## config.mk

```make
export PLATFORM = sky130hd
export DESIGN_NAME = egreedy_gen_flat
export DESIGN_NICKNAME = d
export VERILOG_FILES = /design/src/rtl/egreedy_pkg.sv /design/src/rtl/egreedy_gen_if.sv /design/src/rtl/lfsr16_galois.sv /design/src/rtl/egreedy_gen.sv /design/src/flat_wrapper.sv
export SDC_FILE = /design/constraint.sdc
export NUM_CORES = 1
export LEC_CHECK = 0
export ABC_AREA = 1
export CORE_MARGIN = 2
export CORE_UTILIZATION = 45
export DETAILED_ROUTE_END_ITERATION = 12
export GPL_ROUTABILITY_DRIVEN = 0
export SLEW_MARGIN = 10
export SYNTH_ARGS = -nofsm -noshare
export SYNTH_HDL_FRONTEND = slang
export SYNTH_SLANG_ARGS = --single-unit
```

## constraint.sdc

```tcl
create_clock -name clk -period 5.8 [get_ports clk]
set_input_delay 1.74 -clock clk [delete_from_list [all_inputs] [get_ports clk]]
set_output_delay 1.74 -clock clk [all_outputs]
set_load 0.005 [all_outputs]
```

## src/rtl/egreedy_pkg.sv

```systemverilog
// Shared types, widths and arithmetic helpers for the epsilon-greedy exploration source.
package egreedy_pkg;

   typedef enum logic [1:0] {StIdle, StRun, StDone} state_e;

   localparam int unsigned LfsrW = 16;
   localparam int unsigned EpsW  = 16;
   localparam int unsigned EpW   = 8;
   localparam logic [LfsrW-1:0] LfsrTaps = 16'hB400;

   // Right-shifting Galois step: fold the taps in when the outgoing bit is set.
   function automatic logic [LfsrW-1:0] lfsr_next(input logic [LfsrW-1:0] cur);
      return (cur >> 1) ^ (cur[0] ? LfsrTaps : '0);
   endfunction

   function automatic logic [EpsW-1:0] eps_decay(input logic [EpsW-1:0] eps,
                                                 input int unsigned     shift,
                                                 input logic [EpsW-1:0] floor);
      logic [EpsW-1:0] r;
      r = eps - (eps >> shift);
      return (r < floor) ? floor : r;
   endfunction

endpackage

```

## src/rtl/egreedy_gen_if.sv

```systemverilog
// Step handshake and action/status bundle between the exploration source and its consumer.
interface egreedy_gen_if;
   import egreedy_pkg::*;

   logic            start;
   logic            step;
   logic [1:0]      Arand_A;
   logic [1:0]      Arand_B;
   logic            Asel_A;
   logic            Asel_B;
   logic            learning;
   logic            valid;
   logic [EpsW-1:0] epsilon;
   logic [EpW-1:0]  episode;
   logic            done;

   modport master (
      output start, step,
      input  Arand_A, Arand_B, Asel_A, Asel_B, learning, valid, epsilon, episode, done
   );

   modport slave (
      input  start, step,
      output Arand_A, Arand_B, Asel_A, Asel_B, learning, valid, epsilon, episode, done
   );

endinterface

```

## src/rtl/lfsr16_galois.sv

```systemverilog
// 16-bit Galois LFSR that loads its seed on reset (zero seed forced to 1) and steps on adv_i.
module lfsr16_galois
   import egreedy_pkg::*;
(
   input  logic             clk,
   input  logic             rst,
   input  logic             adv_i,
   input  logic [LfsrW-1:0] seed_i,
   output logic [LfsrW-1:0] q_o
);

   logic [LfsrW-1:0] q_q;

   always_ff @(posedge clk) begin
      if (rst) begin
         q_q <= (seed_i == '0) ? LfsrW'(1) : seed_i;
      end else if (adv_i) begin
         q_q <= lfsr_next(q_q);
      end
   end

   assign q_o = q_q;

endmodule

```

## src/rtl/egreedy_gen.sv

```systemverilog
// Epsilon-greedy action source for two intersections with per-episode epsilon decay.
// Define EGREEDY_FIXED_EPS_EN to hold epsilon at EPS_INIT for the whole run.
module egreedy_gen
   import egreedy_pkg::*;
#(
   parameter logic [LfsrW-1:0] SEED_A            = 16'hACE1,
   parameter logic [LfsrW-1:0] SEED_B            = 16'h1D2B,
   parameter logic [EpsW-1:0]  EPS_INIT          = 16'hFFFF,
   parameter logic [EpsW-1:0]  EPS_MIN           = 16'h0CCD,
   parameter int unsigned      DECAY_SHIFT       = 6,
   parameter int unsigned      STEPS_PER_EPISODE = 64,
   parameter int unsigned      N_EPISODES        = 100
) (
   input logic          clk,
   input logic          rst,
   egreedy_gen_if.slave bus
);

   localparam logic [15:0]    LastStep = 16'(STEPS_PER_EPISODE - 1);
   localparam logic [EpW-1:0] NumEp    = EpW'(N_EPISODES);

   state_e          state_q, state_d;
   logic [EpsW-1:0] eps_q, eps_d;
   logic [EpW-1:0]  ep_q, ep_d;
   logic [15:0]     cnt_q, cnt_d;
   logic [1:0]      arand_a_q, arand_a_d, arand_b_q, arand_b_d;
   logic            asel_a_q, asel_a_d, asel_b_q, asel_b_d;
   logic            valid_q, valid_d;

   logic             step_acc;
   logic [LfsrW-1:0] lfsr_a, lfsr_b, next_a, next_b;

   // A step coinciding with start is dropped entirely.
   assign step_acc = bus.step & ~bus.start;
   assign next_a   = lfsr_next(lfsr_a);
   assign next_b   = lfsr_next(lfsr_b);

   lfsr16_galois u_lfsr_a (
      .clk    (clk),
      .rst    (rst),
      .adv_i  (step_acc),
      .seed_i (SEED_A),
      .q_o    (lfsr_a)
   );

   lfsr16_galois u_lfsr_b (
      .clk    (clk),
      .rst    (rst),
      .adv_i  (step_acc),
      .seed_i (SEED_B),
      .q_o    (lfsr_b)
   );

   always_comb begin
      state_d   = state_q;
      eps_d     = eps_q;
      ep_d      = ep_q;
      cnt_d     = cnt_q;
      arand_a_d = arand_a_q;
      arand_b_d = arand_b_q;
      asel_a_d  = asel_a_q;
      asel_b_d  = asel_b_q;
      valid_d   = 1'b0;

      if (step_acc) begin
         arand_a_d = next_a[1:0];
         arand_b_d = next_b[1:0];
         asel_a_d  = (state_q == StRun) ? (next_a >= eps_q) : 1'b1;
         asel_b_d  = (state_q == StRun) ? (next_b >= eps_q) : 1'b1;
         valid_d   = 1'b1;
      end

      if (bus.start) begin
         state_d = StRun;
         eps_d   = EPS_INIT;
         ep_d    = '0;
         cnt_d   = '0;
      end else if (state_q == StRun && step_acc) begin
         if (cnt_q == LastStep) begin
            cnt_d = '0;
            ep_d  = ep_q + 1'b1;
`ifdef EGREEDY_FIXED_EPS_EN
            eps_d = eps_q;
`else
            eps_d = eps_decay(eps_q, DECAY_SHIFT, EPS_MIN);
`endif
            if (ep_d == NumEp) begin
               state_d = StDone;
            end
         end else begin
            cnt_d = cnt_q + 1'b1;
         end
      end
   end

   always_ff @(posedge clk) begin
      if (rst) begin
         state_q   <= StIdle;
         eps_q     <= EPS_INIT;
         ep_q      <= '0;
         cnt_q     <= '0;
         arand_a_q <= '0;
         arand_b_q <= '0;
         asel_a_q  <= 1'b1;
         asel_b_q  <= 1'b1;
         valid_q   <= 1'b0;
      end else begin
         state_q   <= state_d;
         eps_q     <= eps_d;
         ep_q      <= ep_d;
         cnt_q     <= cnt_d;
         arand_a_q <= arand_a_d;
         arand_b_q <= arand_b_d;
         asel_a_q  <= asel_a_d;
         asel_b_q  <= asel_b_d;
         valid_q   <= valid_d;
      end
   end

   assign bus.Arand_A  = arand_a_q;
   assign bus.Arand_B  = arand_b_q;
   assign bus.Asel_A   = asel_a_q;
   assign bus.Asel_B   = asel_b_q;
   assign bus.valid    = valid_q;
   assign bus.learning = (state_q == StRun);
   assign bus.done     = (state_q == StDone);
   assign bus.epsilon  = eps_q;
   assign bus.episode  = ep_q;

endmodule

```

## src/flat_wrapper.sv

```systemverilog
// flat-port wrapper written by rule: the top's interface ports become plain ports
module egreedy_gen_flat import egreedy_pkg::*;
#(
   parameter logic [LfsrW-1:0] SEED_A            = 16'hACE1,
   parameter logic [LfsrW-1:0] SEED_B            = 16'h1D2B,
   parameter logic [EpsW-1:0]  EPS_INIT          = 16'hFFFF,
   parameter logic [EpsW-1:0]  EPS_MIN           = 16'h0CCD,
   parameter int unsigned      DECAY_SHIFT       = 6,
   parameter int unsigned      STEPS_PER_EPISODE = 64,
   parameter int unsigned      N_EPISODES        = 100
)
  (clk, rst, bus_start, bus_step, bus_Arand_A, bus_Arand_B, bus_Asel_A, bus_Asel_B, bus_learning, bus_valid, bus_epsilon, bus_episode, bus_done);
  egreedy_gen_if bus_i ();
  input logic clk;
  input logic rst;
  input wire logic [$bits(bus_i.start)-1:0] bus_start;
  input wire logic [$bits(bus_i.step)-1:0] bus_step;
  output wire logic [$bits(bus_i.Arand_A)-1:0] bus_Arand_A;
  output wire logic [$bits(bus_i.Arand_B)-1:0] bus_Arand_B;
  output wire logic [$bits(bus_i.Asel_A)-1:0] bus_Asel_A;
  output wire logic [$bits(bus_i.Asel_B)-1:0] bus_Asel_B;
  output wire logic [$bits(bus_i.learning)-1:0] bus_learning;
  output wire logic [$bits(bus_i.valid)-1:0] bus_valid;
  output wire logic [$bits(bus_i.epsilon)-1:0] bus_epsilon;
  output wire logic [$bits(bus_i.episode)-1:0] bus_episode;
  output wire logic [$bits(bus_i.done)-1:0] bus_done;
  assign bus_i.start = bus_start;
  assign bus_i.step = bus_step;
  assign bus_Arand_A = bus_i.Arand_A;
  assign bus_Arand_B = bus_i.Arand_B;
  assign bus_Asel_A = bus_i.Asel_A;
  assign bus_Asel_B = bus_i.Asel_B;
  assign bus_learning = bus_i.learning;
  assign bus_valid = bus_i.valid;
  assign bus_epsilon = bus_i.epsilon;
  assign bus_episode = bus_i.episode;
  assign bus_done = bus_i.done;
  egreedy_gen #(.SEED_A(SEED_A), .SEED_B(SEED_B), .EPS_INIT(EPS_INIT), .EPS_MIN(EPS_MIN), .DECAY_SHIFT(DECAY_SHIFT), .STEPS_PER_EPISODE(STEPS_PER_EPISODE), .N_EPISODES(N_EPISODES)) u_core (.clk(clk), .rst(rst), .bus(bus_i));
endmodule
```

Word-level counts from Yosys, hierarchy flattened
Cells that the tools add are included.
{"block": "word_totals", "reg_bits": 81, "latchBits": 0, "ram_bits": 0, "rom_bits": 0, "in_bits": 4, "wordCells": 45, "mem_count": 0}
{"block": "classes", "add_sub_neg": 3, "multipliers": 0, "n_div": 0, "order_cmp": 3, "n_eq_ne": 4, "shifts": 0, "mux": 11, "bitwise": 4, "reduce_logical": 8}
{"op": "16-bit two-way mux", "count": 4}
{"op": "16-bit greater-or-equal comparator", "count": 2}
{"op": "15-bit by 16-bit XOR with 16-bit output", "count": 2}
{"op": "16-bit by 1-bit adder with 16-bit output (second input constant)", "count": 1}
{"op": "16-bit by 6-bit == test with 1-bit output (second input constant)", "count": 1}
{"op": "16-bit by 12-bit < comparator with 1-bit output (second input constant)", "count": 1}
{"op": "16-bit by 10-bit subtractor with 16-bit output", "count": 1}
{"op": "8-bit by 1-bit adder with 8-bit output (second input constant)", "count": 1}
{"op": "8-bit by 7-bit == test with 1-bit output (second input constant)", "count": 1}
{"op": "1-bit two-way mux", "count": 7}
{"op": "3-bit AND reduction", "count": 2}
{"op": "2-bit nonzero test", "count": 3}
{"op": "2-bit by 1-bit == test with 1-bit output (second input constant)", "count": 1}
{"op": "2-bit == test (second input constant)", "count": 1}
{"op": "2-bit AND reduction", "count": 1}
{"op": "2-bit OR reduction", "count": 1}
{"op": "1-bit bitwise AND", "count": 1}
{"op": "1-bit logical AND", "count": 1}
{"op": "1-bit inverter", "count": 1}

Depth between registers and ports, before layout
Gate-level depths: netlist (run 1).
{"block": "depth", "ltp_word": 6, "mapped_depth": 19}

Modules after synthesis
A second synthesis (run 1) with hierarchy kept.
{"block": "hier_totals", "cells_unflattened": 730, "area_unflattened_um2": 5367.6}
{"mod": "egreedy_gen", "instances": 1, "cells_each": 562, "area_each_um2": 3808.7}
{"mod": "lfsr16_galois", "instances": 2, "cells_each": 84, "area_each_um2": 779.5}

Least setup slack after synthesis (run 1)
Ideal clock, no wire load.
{"block": "synth_path", "kind": "in2reg", "startpoint": "input bus_start", "endpoint": "register u_core.eps_q[7], in the netlist u_core.bus.epsilon[7]", "t_arrival_ns": 2.837, "path_slack_ns": 2.838, "path_stages": 9, "path_cell_list": "inv_2 > nand2_2 > inv_2 > nand2_1 > nor4_1 > nand3_1 > buf_2 > a21oi_1 > a22oi_2"}
{"block": "synth_between", "elab_chain_len": 4, "elab_cells_between_ends": 5}
{"element": "start: declaration", "line": "flat_wrapper.sv:16", "text": "input wire logic [$bits(bus_i.start)-1:0] bus_start;"}
{"element": "1-bit inverter", "line": "egreedy_gen.sv:34", "text": "assign step_acc = bus.step & ~bus.start;"}
{"element": "1-bit bitwise AND", "line": "egreedy_gen.sv:34"}
{"element": "1-bit logical AND", "line": "egreedy_gen.sv:78", "text": "end else if (state_q == StRun && step_acc) begin"}
{"element": "2-bit AND reduction (no line)"}
{"element": "end signal: assignment", "line": "egreedy_gen.sv:109", "text": "eps_q <= eps_d;"}
{"element": "end: declaration", "line": "egreedy_gen.sv:23", "text": "logic [EpsW-1:0] eps_q, eps_d;"}
Several ways; a longest one is shown, not always the timed one.
A chain may end at the register's enable or synchronous reset.

Worst setup path after layout (run 1)
{"block": "layout_path", "startpoint": "input bus_start", "endpoint": "register u_core.eps_q[10], in the netlist u_core.bus.epsilon[10]"}
The elaborated chain is that of the path after synthesis.

==> results.py, run 1 <==
metrics = {
    "outcome": {
        "status": "complete, no violations",
    },
    "worst_hold_path": {
        "hp-class": "register to register",
    },
    "clock_network": {
        "clk_latency_ns": 0.35,
        "root_buffer": "clkbuf_8",
        "clk_path_buf_depth": 2,
        "cts_sinks": 80,
        "cts_setup_buffers": 0,
        "cts_htree_levels": 3,
        "cts_buffers": 9,
        "cts_hold_buf": 0,
        "cts.reportedPaths.clkPinSlew_ns": 0.08,
        "cts_tree": "built",
        "cts_resized": 0,
    },
    "place": {
        "dpl.hpwl_um": 9040,
        "port_buffers": 36,
        "dpl-instance-area_um2": 5320,
        "pre_cts_ws_ns": 1.91,
    },
    "die": {
        "start_util_pct": 46.7,
        "die-area_um2": 11700,
        "core_um2": 10400,
        "num_rows": 37,
        "ios": 37,
        "die_w_um": 108,
        "die_h_um": 108,
    },
    "logic_synthesis": {
        "synth_fp_nets": 743,
        "synth_top_area_share_pct": 32.9,
        "seq_area_frac_synth_pct": 32.9,
        "synth_edf_count": 0,
        "synthTopCellsByArea": "dfxtp_1 (33%), nand2_1 (14%), ha_1 (11%)",
        "yosys-top-cells-count": "nand2_1 (175), dfxtp_1 (80), inv_1 (76), nor2_1 (68), a21oi_1 (56)",
        "syn_inst": 694,
        "syn_area_um2": 4860,
        "syn_avg_cell_area_um2": 7.01,
        "synth_largest_area_cell": "dfxtp_1",
        "synth_cell_type_count": 38,
        "ys_async_sr_fraction_pct": 0,
        "ys.flop_type": "dfxtp_1",
        "ys_seq_elements": 80,
        "yosys.cell_count.top_type": "nand2_1",
        "synth_warnings": 0,
    },
    "sta": {
        "finalCriticalPeriod_ns": 3.60,
        "fin_skew_ns": 0.0132,
        "tightestPinTransition_ns": 0.815,
        "hold_violations": 0,
        "drv_slew": 0,
        "setup_viol": 0,
        "finalSetupTns_ns": 0,
        "worst_hold_slack_ns": 0.469,
        "rsz0062_at_grt": "false",
        "fmax_ghz": 0.278,
        "finalWorstSetupSlack_ns": 2.20,
        "timing.slew.headroom_pct": 45.6,
        "period_share_pct": 62.1,
    },
    "detailed_routing": {
        "vias_per_cell": 5.19,
        "route.detailed.drc": 0,
        "num_vias": 4488,
        "routed_wl_um": 12000,
        "post_drt_wl_per_cell_um": 13.9,
        "firstDrtPassIters": 5,
        "drtIter0Drc": 220,
        "drtAntennaViolNets": 0,
    },
    "final_layout": {
        "final_cell_area_um2": 5490,
        "antennaDiodeCount": 0,
        "area_growth_pct": 13.0,
        "drive_gt1_share_pct": 7.54,
        "layout.nets": 775,
    },
    "power": {
        "vdd_drop_max_uv": 128,
        "power_density_nw_per_um2": 193,
        "p_leak_nw": 2.61,
    },
    "global_routing": {
        "grt_pass1_wl_um": 19700,
        "antenna_found_initial": 0,
        "grt_util_all_layers_pct": 21.5,
        "grt_pass1_vias": 4077,
        "grt-ovfl-total": 0,
        "grt_start_max_net_pins": 41,
    },
    "critical_path": {
        "critPathLaunchType": "primary input",
        "worst-setup-path-type": "primary input to register",
        "required_ns": 6.05,
        "setup.worst_path.end_class": "register",
        "cp.arrival_ns": 3.85,
        "crit_fanout": 11,
    },
    "run": {
        "maxCapViolCount": 0,
    },
}
power by group:
group          switching, mW  total, mW  internal, mW
registers             0.0147      0.582         0.567
clock network          0.200      0.393         0.193
logic                 0.0522     0.0849        0.0327
metal layers:
| metal | track usage, % | vias up | wire length [um] |
|---|---|---|---|
| met3 | 3.50 | 14 | 409 |
| li1 | - | 2333 | - |
| met5 | 0 | - | 0 |
| met1 | 29.7 | 2051 | 5970 |
| met2 | 34.9 | 90 | 5470 |
| met4 | 6.14 | 0 | 164 |
final cells by class:
type	count	area, um2
fillers	1062	4920
multi-input cells	511	2840
flip-flops and latches	80	1600
repair buffers	39	383
inverters	85	324
well taps	136	170
clock buffers	10	128
clock inverters	4	47.5
worst max-delay path, stage by stage:
cell,delay [ns]
clkdlybuf4s50_1,0.44
inv_2,0.08
nand2_2,0.06
inv_2,0.06
nand2_1,0.08
nor4_1,0.42
nand3_1,0.52
inv_1,0.25
nand3_1,0.10
nand2_1,0.08
inv_1,0.03
per-stage QoR:
stage / cells / utilization, % / total power, mW
floorplan: 694 / - / 0.652
global placement: 851 / 51.1 / 0.676
detailed placement: 851 / 51.1 / 0.679
CTS: 865 / 52.7 / 1.07
global route: 865 / 52.7 / 1.11
finish: 865 / 52.7 / 1.06
sequential cells by signal, indices dropped and copies added (netlist names):
| register | cells |
|---|---|
| u_core.bus.Arand_A | 1 |
| u_core.bus.Arand_B | 2 |
| u_core.bus.Asel_A | 1 |
| u_core.bus.Asel_B | 1 |
| u_core.bus.episode | 8 |
| u_core.bus.epsilon | 16 |
| u_core.bus.valid | 1 |
| u_core.cnt_q | 16 |
| u_core.state_q | 2 |
| u_core.u_lfsr_a.q_o | 16 |
| u_core.u_lfsr_b.q_o | 16 |
layout by cell type (no fill, tap or decap), types with 6 or more instances in the layout:
master           instances
a21oi_1                 56
a22oi_2                  6
clkbuf_8                 9
clkdlybuf4s50_1         36
dfxtp_1                 80
ha_1                    44
inv_1                   76
inv_2                    8
nand2_1                175
nand2_2                  9
nand3_1                 43
nand4_1                  9
nor2_1                  68
nor2_2                   7
nor3_1                  10
o211ai_1                 8
o21ai_0                 34
o21ai_1                  6
xor2_1                  12
final timing paths:
kind / from / end / slack (ns) / cells after the start
worst max-delay path: bus_start / u_core.bus.epsilon[10] / 2.20 / 11
worst min-delay path: u_core.bus.Arand_B[0] / u_core.bus.Arand_B[0] / 0.47 / 2
worst max register to register: u_core.bus.epsilon[0] / u_core.bus.epsilon[10] / 3.16 / 18
worst min register to register: u_core.bus.Arand_B[0] / u_core.bus.Arand_B[0] / 0.47 / 2
cells by family after synthesis:
kind of cell               Yosys count  share of synthesized area, %
DFF                                 80                          32.9
AOI/OAI and AO/OA                  113                          13.1
xor gates and xnor gates            15                          2.70
buffers and inverters              103                          8.65
and+or+nand+nor                    338                          30.9
adders and majority gates           45                          11.7
(Power assumes the default switching activity.)
==> run 2, diff against run 1 <==
Clock period 5.8 ns to 3.6 ns, I/O delays scaled along.
==> results.py, run 2 (synthesis results as in run 1) <==
metrics = {
    "power": {
        "p_leak_nw": 2.63,
        "vdd_drop_max_uv": 177,
        "power_density_nw_per_um2": 327,
    },
    "clock_network": {
        "cts_resized": 0,
        "clk_path_buf_depth": 2,
        "cts_hold_buf": 0,
        "cts_sinks": 80,
        "cts.reportedPaths.clkPinSlew_ns": 0.09,
        "cts_tree": "built",
        "root_buffer": "clkbuf_8",
        "cts_htree_levels": 3,
        "cts_buffers": 9,
        "cts_setup_buffers": 0,
        "clk_latency_ns": 0.36,
    },
    "final_layout": {
        "layout.nets": 776,
        "drive_gt1_share_pct": 7.80,
        "fillers": 1047,
        "antennaDiodeCount": 0,
        "final_cell_area_um2": 5540,
        "final_cell_mix": "nand2_1 (175), dfxtp_1 (80), inv_1 (76)",
        "mostFrequentLayoutCell": "nand2_1",
        "area_growth_pct": 13.8,
        "post-route-util_pct": 53.1,
    },
    "worst_hold_path": {
        "hold_end": "u_core.bus.Arand_B[1]",
        "hp-class": "register to register",
        "min_path_cells": 2,
        "hp-start": "u_core.bus.Arand_B[1]",
    },
    "sta": {
        "tightestPinTransition_ns": 0.618,
        "period_share_pct": 78.1,
        "worst_hold_slack_ns": 0.467,
        "hold_violations": 0,
        "finalSetupTns_ns": 0,
        "timing.slew.headroom_pct": 58.8,
        "rsz0062_at_grt": "false",
        "setup_viol": 0,
        "finalCriticalPeriod_ns": 2.81,
        "fin_skew_ns": 0.0159,
        "fmax_ghz": 0.356,
        "drv_slew": 0,
    },
    "die": {
        "start_util_pct": 46.7,
        "die_h_um": 108,
        "die_w_um": 108,
        "die-area_um2": 11700,
        "ios": 37,
        "core_um2": 10400,
        "num_rows": 37,
    },
    "detailed_routing": {
        "post_drt_wl_per_cell_um": 13.9,
        "vias_per_cell": 5.19,
        "firstDrtPassIters": 5,
        "drtAntennaViolNets": 0,
        "num_vias": 4504,
        "routed_wl_um": 12000,
        "drtIter0Drc": 276,
        "route.detailed.drc": 0,
    },
    "place": {
        "dpl.hpwl_um": 9110,
        "dpl-instance-area_um2": 5330,
        "port_buffers": 36,
    },
    "critical_path": {
        "cp.arrival_ns": 3.07,
        "reg2regPathDepth": 18,
        "r2r-end": "u_core.bus.epsilon[10]",
        "reg2reg_slack_ns": 0.91,
        "r2r_start": "u_core.bus.epsilon[0]",
        "critPathLaunchType": "primary input",
        "required_ns": 3.86,
        "crit_path_cell_trace": "clkdlybuf4s50_1 -> inv_2 -> nand2_2 -> inv_2 -> nand2_1 -> nor4_1 -> nand3_1 -> inv_1 -> nand3_1 -> nand2_1 -> inv_1",
        "worst-setup-path-type": "primary input to register",
        "critical-path-max-stage-delay_ns": 0.47,
        "crit_fanout": 11,
        "cp_slowest_cell": "nand3_1",
        "setup.worst_path.end_class": "register",
    },
    "global_routing": {
        "grt_start_max_net_pins": 40,
        "grt_pass1_wl_um": 19700,
        "antenna_found_initial": 0,
        "grt_util_all_layers_pct": 21.6,
        "grt-ovfl-total": 0,
        "grt_pass1_vias": 4167,
    },
    "run": {
        "maxCapViolCount": 0,
    },
    "outcome": {
        "status": "complete, no violations",
    },
}
[run 2: worst max-delay path by stage]
stage | end | depth (start not counted) | start | slack (ns)
5_1_grt | u_core.bus.epsilon[10] | 11 | bus_start | 0.59
2_1_floorplan | u_core.bus.epsilon[7] | 9 | bus_start | 1.30
3_3_place_gp | u_core.bus.epsilon[10] | 11 | bus_start | 0.44
3_5_place_dp | u_core.bus.epsilon[10] | 11 | bus_start | 0.40
4_1_cts | u_core.bus.epsilon[7] | 9 | bus_start | 0.77
6_report | u_core.bus.epsilon[10] | 11 | bus_start | 0.79
[run 2: final cells by class]
class	instances	area [um2]	share of cell area, %
Inverter	85	324	5.85
Multi-Input combinational cell	511	2840	51.3
Clock inverter	5	81.3	1.47
Timing Repair Buffer	40	390	7.05
Clock buffer	10	128	2.31
Sequential cell	80	1600	28.9
Tap cell	136	170	3.07
[run 2: per-layer routing]
layer	share of wire (%)	vias to the layer above	wire length [um]	track usage [%]
li1	-	2337	-	-
met3	3.8	15	457	3.50
met4	1.4	0	164	5.86
met5	0	-	0	0
met2	46	93	5550	35.7
met1	49	2059	5880	29.4
[run 2: worst max-delay path: cells and delay by family]
family / cells / cell delay, ns
buffers and inverters: 5 / 0.83
and+or+nand+nor: 6 / 1.15
[run 2: power breakdown]
| group | internal [mW] | total, mW | switching, mW |
|---|---|---|---|
| combinational | 0.0534 | 0.138 | 0.0843 |
| sequential | 0.913 | 0.937 | 0.0233 |
| clock | 0.389 | 0.734 | 0.345 |
| total | 1.36 | 1.81 | 0.453 |
[run 2: stage by stage]
| stage | power, mW | std cells | setup WS, ns |
|---|---|---|---|
| final | 1.81 | 867 | 0.789 |
| after global routing | 1.88 | 867 | 0.586 |
| after CTS | 1.83 | 867 | 0.769 |
| after detailed placement | 1.09 | 852 | 0.397 |
| after global placement | 1.09 | 852 | 0.435 |
| after floorplan | 1.05 | 694 | 1.30 |
